<file path="src/rtl/fetch_unit.sv">
// Instruction fetch stage: sequential word fetch with one outstanding request,
// a small prefetch FIFO and a ready/toggle-trigger downstream interface.
module fetch_unit #(
  parameter logic [31:0] RESET_PC = 32'h0000_0000,
  parameter int unsigned DEPTH    = 2  // power of two, 2..8
) (
  input  logic        clk,
  input  logic        rst,
  output logic        imem_req,
  output logic [31:0] imem_addr,
  input  logic        imem_valid,
  input  logic [31:0] imem_data,
  input  logic        branch_valid,
  input  logic [31:0] branch_target,
  input  logic        ackIn,
  output logic        readyOut,
  output logic [31:0] dataOut,
  output logic        triggerOut
);

  localparam int unsigned PTR_W = (DEPTH > 1) ? $clog2(DEPTH) : 1;
  localparam int unsigned CNT_W = PTR_W + 1;
  localparam logic [CNT_W-1:0] DEPTH_C = CNT_W'(DEPTH);

  typedef enum logic [1:0] {
    IDLE    = 2'd0,
    REQ     = 2'd1,
    BLOCKED = 2'd2
  } state_e;

  state_e             state_q, state_d;
  logic [31:0]        pc_q, pc_d;
  logic [31:0]        addr_q, addr_d;
  logic [31:0]        data_q, data_d;
  logic               req_q, req_d;
  logic               drop_q, drop_d;
  logic               trig_q, trig_d;
  logic               ready_q, ready_d;
  logic [PTR_W-1:0]   rd_q, rd_d;
  logic [PTR_W-1:0]   wr_q, wr_d;
  logic [CNT_W-1:0]   cnt_q, cnt_d;
  logic [31:0]        mem_q [DEPTH];

  logic resp;
  logic push;
  logic pop;
  logic out_after;

  // A response only counts against an outstanding request; branch wins over push/pop.
  assign resp      = imem_valid && req_q;
  assign push      = resp && !drop_q && !branch_valid;
  assign pop       = ackIn && (cnt_q != '0) && !branch_valid;
  assign out_after = req_q && !resp;

  always_comb begin
    state_d = state_q;
    pc_d    = pc_q;
    addr_d  = addr_q;
    data_d  = data_q;
    req_d   = out_after;
    drop_d  = drop_q;
    trig_d  = trig_q;
    rd_d    = rd_q;
    wr_d    = wr_q;
    cnt_d   = cnt_q;

    if (branch_valid) begin
      pc_d   = branch_target & 32'hFFFF_FFFC;
      rd_d   = '0;
      wr_d   = '0;
      cnt_d  = '0;
      drop_d = out_after;
    end else begin
      if (resp && drop_q) begin
        drop_d = 1'b0;
      end
      if (push) begin
        wr_d = wr_q + PTR_W'(1);
        pc_d = pc_q + 32'd4;
      end
      if (pop) begin
        rd_d = rd_q + PTR_W'(1);
      end
      cnt_d = cnt_q + CNT_W'(push) - CNT_W'(pop);

      // New head presented: empty->non-empty, or a pop that leaves entries behind.
      if (push && ((cnt_q == '0) || (pop && (cnt_q == CNT_W'(1))))) begin
        data_d = imem_data;
        trig_d = !trig_q;
      end else if (pop && (cnt_q > CNT_W'(1))) begin
        data_d = mem_q[rd_q + PTR_W'(1)];
        trig_d = !trig_q;
      end
    end

    case (state_q)
      IDLE:    state_d = REQ;
      REQ:     if (cnt_d == DEPTH_C) state_d = BLOCKED;
      BLOCKED: if (cnt_d < DEPTH_C) state_d = REQ;
      default: state_d = IDLE;
    endcase

    // Issue only when count plus outstanding stays within the FIFO.
    if ((state_d == REQ) && !out_after && (cnt_d < DEPTH_C)) begin
      req_d  = 1'b1;
      addr_d = pc_d;
    end
  end

  always_ff @(posedge clk or posedge rst) begin
    if (rst) begin
      state_q <= IDLE;
      pc_q    <= RESET_PC;
      addr_q  <= RESET_PC;
      data_q  <= '0;
      req_q   <= 1'b0;
      drop_q  <= 1'b0;
      trig_q  <= 1'b0;
      ready_q <= 1'b0;
      rd_q    <= '0;
      wr_q    <= '0;
      cnt_q   <= '0;
    end else begin
      state_q <= state_d;
      pc_q    <= pc_d;
      addr_q  <= addr_d;
      data_q  <= data_d;
      req_q   <= req_d;
      drop_q  <= drop_d;
      trig_q  <= trig_d;
      ready_q <= (cnt_d != '0);
      rd_q    <= rd_d;
      wr_q    <= wr_d;
      cnt_q   <= cnt_d;
    end
  end

  always_ff @(posedge clk or posedge rst) begin
    if (rst) begin
      for (int unsigned i = 0; i < DEPTH; i++) begin
        mem_q[i] <= '0;
      end
    end else if (push) begin
      mem_q[wr_q] <= imem_data;
    end
  end

  assign ready_d    = ready_q;
  assign imem_req   = req_q;
  assign imem_addr  = addr_q;
  assign readyOut   = ready_d;
  assign dataOut    = data_q;
  assign triggerOut = trig_q;

endmodule

</file>
<file path="config.mk">
export PLATFORM = sky130hd
export DESIGN_NAME = fetch_unit
export DESIGN_NICKNAME = d
export VERILOG_FILES = /design/src/rtl/fetch_unit.sv
export SDC_FILE = /design/constraint.sdc
export NUM_CORES = 1
export LEC_CHECK = 0
export BUFFER_PORTS_ARGS = -buffer_cell sky130_fd_sc_hd__buf_2
export CORE_MARGIN = 3
export CORE_UTILIZATION = 55
export CTS_CLUSTER_DIAMETER = 40
export DETAILED_ROUTE_END_ITERATION = 8
export PLACE_DENSITY_LB_ADDON = 0.2
export SLEW_MARGIN = 10
export SYNTH_ARGS = -nofsm -noshare
export SYNTH_HDL_FRONTEND = slang
export SYNTH_SLANG_ARGS = --single-unit
export TNS_END_PERCENT = 1
</file>
<file path="constraint.sdc">
create_clock -name clk -period 16.13 [get_ports clk]
set_input_delay 1.613 -clock clk [delete_from_list [all_inputs] [get_ports clk]]
set_output_delay 1.613 -clock clk [all_outputs]
set_load 0.02 [all_outputs]
</file>
==> metrics.csv <==
stage,metric,value,unit
floorplan,initial_standard_cell_utilization_of_the_core,57.16,%
setup_path,worstSetupEndpointType,register,
grt,antenna_found_initial,1,
timing,worst_slew_pin_slew,1.101,ns
setup_path,crit_type,in2reg,
power,worst_vdd_rail_ir_drop,0.00007718,V
timing,clock_skew,0.01015,ns
cts,cts_tree,yes,
setup_path,critical_path.slowest_cell,buf_2,
setup_path,crit_arrival,4.11,ns
power,power_frac_clock,27.1,%
power,power_leakage,0.003838,uW
timing,max_clock_freq,262.6,MHz
setup_path,critical_path.startpoint_type,primary input,
floorplan,die-width,124.2,microns
floorplan,number_of_rows_created_at_floorplan,42,
setup_path,worst_stage_delay_on_the_critical_path,0.65,ns
timing,drv_slew,0,
setup_path,data_required_time_at_the_worst_endpoint,16.44,ns
layout,post_layout_nonfiller_instances,962,
cts,cts-root-to-sink-buffers,2,
synth,syn_avg_cell_area,11.69,sq um
synth,syn-num-nets,729,
cts,post_cts_hold_buffer_count,0,
cts,clock_insertion_delay_worst_skew,0.42,ns
routing,first_pass_iters,5,
cts,clockRootBuffer,clkbuf_16,
grt,grt_max_degree,88,
floorplan,die_outline_area,15440,sq um
layout,layout.nets,845,
cts,cts_max_level,4,
job,maxCapViolations,0,
layout,drive_above_1_share,35.80,%
setup_path,crit_path_max_fanout,50,
grt,globalRouteTotalUtil,22.71,%
place,gp_congestion,0.8096,
routing,routed_wl,17.25,mm
timing,setup_tns,0,ns
routing,drtAntennaViolNets,0,
synth,synth-seq-area-share,55.32,%
timing,finalWorstPathRequiredPeriod,3.809,ns
routing,vias,5701,
place,place.detailed.instances,931,
outcome,status,"complete, no violations",
synth,yosys_register_bits,170,
grt,grt_overflow_total,0,
synth,post_synth_num_cell_types,49,
power,p_int,962.7,uW
grt,wire_length_of_the_first_global_routing_pass,28.62,mm
power,combPwrFrac,26.7,%
floorplan,core_area,13450,sq um
synth,syn_area,7690,sq um
routing,wire_per_inst,17.93,microns
grt,grt_pass1_vias,6022,
synth,synth_edf_count,0,
layout,mostFrequentLayoutCells,"dfrtp_1, buf_2, mux2_2, nand2_1, o21ai_0",
min_path,min_path_type,reg2reg,
cts,cts_resized,0,
power,power_density,155.6,nW/um^2
timing,grt_setup_unrepaired,no,
timing,final_min_period_over_clock_period,23.61,%
place,detailed_place_hpwl,11.70,mm
floorplan,fp.dieH,124.2,microns
layout,final_common_cell,dfrtp_1,
cts,clk_transition_reported_paths,0.06,ns
setup_path,cp_cell_sequence,buf_2 > and4bb_2 > nand2_1 > o21ai_1 > buf_4 > o221a_2,
power,p_sw,438.3,uW
place,place.port_buffers,133,
timing,timing.max_slew.rel_slack,26.59,%
cts,clock_sink_count,170,
synth,synth_warnings,0,
routing,vias_per_cell,5.926,
cts,postCtsSetupRepairBufs,0,
timing,finalSetupViolCount,0,
synth,dominantRegCellSynth,dfrtp_1,
routing,drt_first_iter_violations,359,
floorplan,design.portCount,136,
routing,detail_route.drc_violations,0,
min_path,holdCritStartpoint,triggerOut,
timing,final_hold_viol_count,0,
setup_path,critical_register_to_register_path_startpoint,imem_req,
layout,areaGrowthSynthToFinish,17.07,%
synth,synth_async_sr_flop_share,100.0,%
cts,cts_made_buffers,17,
power,power_switching_share,31.29,%
power,pwr-share-seq,46.1,%
synth,synthesis.instances,658,
setup_path,crit_start,branch_valid,
sequential cells by signal, summed over array words and instances, names as in the netlist:
name and cells:
imem_addr 32, readyOut 1, state_q 2, dataOut 32, cnt_q 2, drop_q 1, mem_q 64, imem_req 1
triggerOut 1, pc_q 32, rd_q 1, wr_q 1
per-layer routing:
metal | wire length (microns) | global-route usage [%] | vias to the layer above
met5 | 0 | 0 | -
met2 | 8827 | 39.38 | 174
li1 | - | - | 2635
met3 | 830 | 5.241 | 38
met1 | 7100 | 26.89 | 2854
met4 | 487 | 10.32 | 0
worst max-delay path: cells and delay by family:
family | cells | cell delay [ns]
buffers and inverters | 2 | 0.96
AND/OR/NAND/NOR | 2 | 0.87
AO/OA/AOI/OAI | 2 | 0.67
layout make-up:
type | count | area [sq um]
antenna | 1 | 2.502
clock buffer | 23 | 478.0
clock inverter | 7 | 68.82
fill | 1051 | 4451
inverter | 11 | 46.29
multi-input combinational | 437 | 3236
sequential | 170 | 4255
tap | 176 | 220.2
timing repair buffer | 137 | 695.7
cells in the mapped netlist (10+ instances only):
library cell | n | area share (%)
dfrtp_1 | 170 | 55
mux2_2 | 94 | 14
nand2_1 | 85 | 4.1
o21ai_0 | 50 | 3.3
mux2i_1 | 34 | 4.4
clkbuf_1 | 31 | 1.5
nand3_1 | 21 | 1.4
nor2_1 | 18 | 0.88
o221a_2 | 15 | 2.2
inv_1 | 11 | 0.54
or4_1 | 11 | 1.1
a31oi_1 | 10 | 0.81
nand4_1 | 10 | 0.81
per-stage QoR:
step | worst slack (ns) | util, % | hold slack [ns] | power, uW | area (sq um)
floorplan | 9.914 | - | 0.4566 | 902.8 | 7690
global placement | 11.90 | 62.83 | 0.4506 | 1006 | 8453
detailed placement | 11.86 | 62.83 | 0.4512 | 1031 | 8453
CTS | 12.31 | 66.90 | 0.4631 | 1413 | 9000
global route | 12.11 | 66.92 | 0.4838 | 1473 | 9002
finish | 12.32 | 66.92 | 0.4593 | 1401 | 9002
power groups by stage:
| stage | Clock (uW) | Sequential [uW] | Combinational (uW) |
|---|---|---|---|
| after floorplan | 0 | 699 | 204 |
| after global placement | 0 | 641 | 364 |
| after detailed placement | 0 | 653 | 378 |
| after CTS | 387 | 646 | 380 |
| after global routing | 404 | 662 | 407 |
| final | 380 | 646 | 374 |
path summary, 6_finish.rpt:
check,end,slack [ns],depth (start not counted)
worst max-delay path,dataOut[0],12.32,6
worst min-delay path,triggerOut,0.46,1
worst max register to register,imem_addr[27],13.26,8
worst min register to register,triggerOut,0.46,1
max in group asynchronous,imem_addr[2],13.29,3
min in group asynchronous,imem_addr[20],1.33,2
logic make-up after synthesis:
group                      count (synthesis)  share of synthesized area, %
AOI/OAI and AO/OA                        109                         9.697
adders and majority gates                  2                        0.3254
xor gates and xnor gates                  14                         1.595
muxes                                    129                         18.34
buffers and inverters                     51                         2.798
DFF                                      170                         55.32
and+or+nand+nor                          183                         11.93
(Power assumes the default switching activity.)
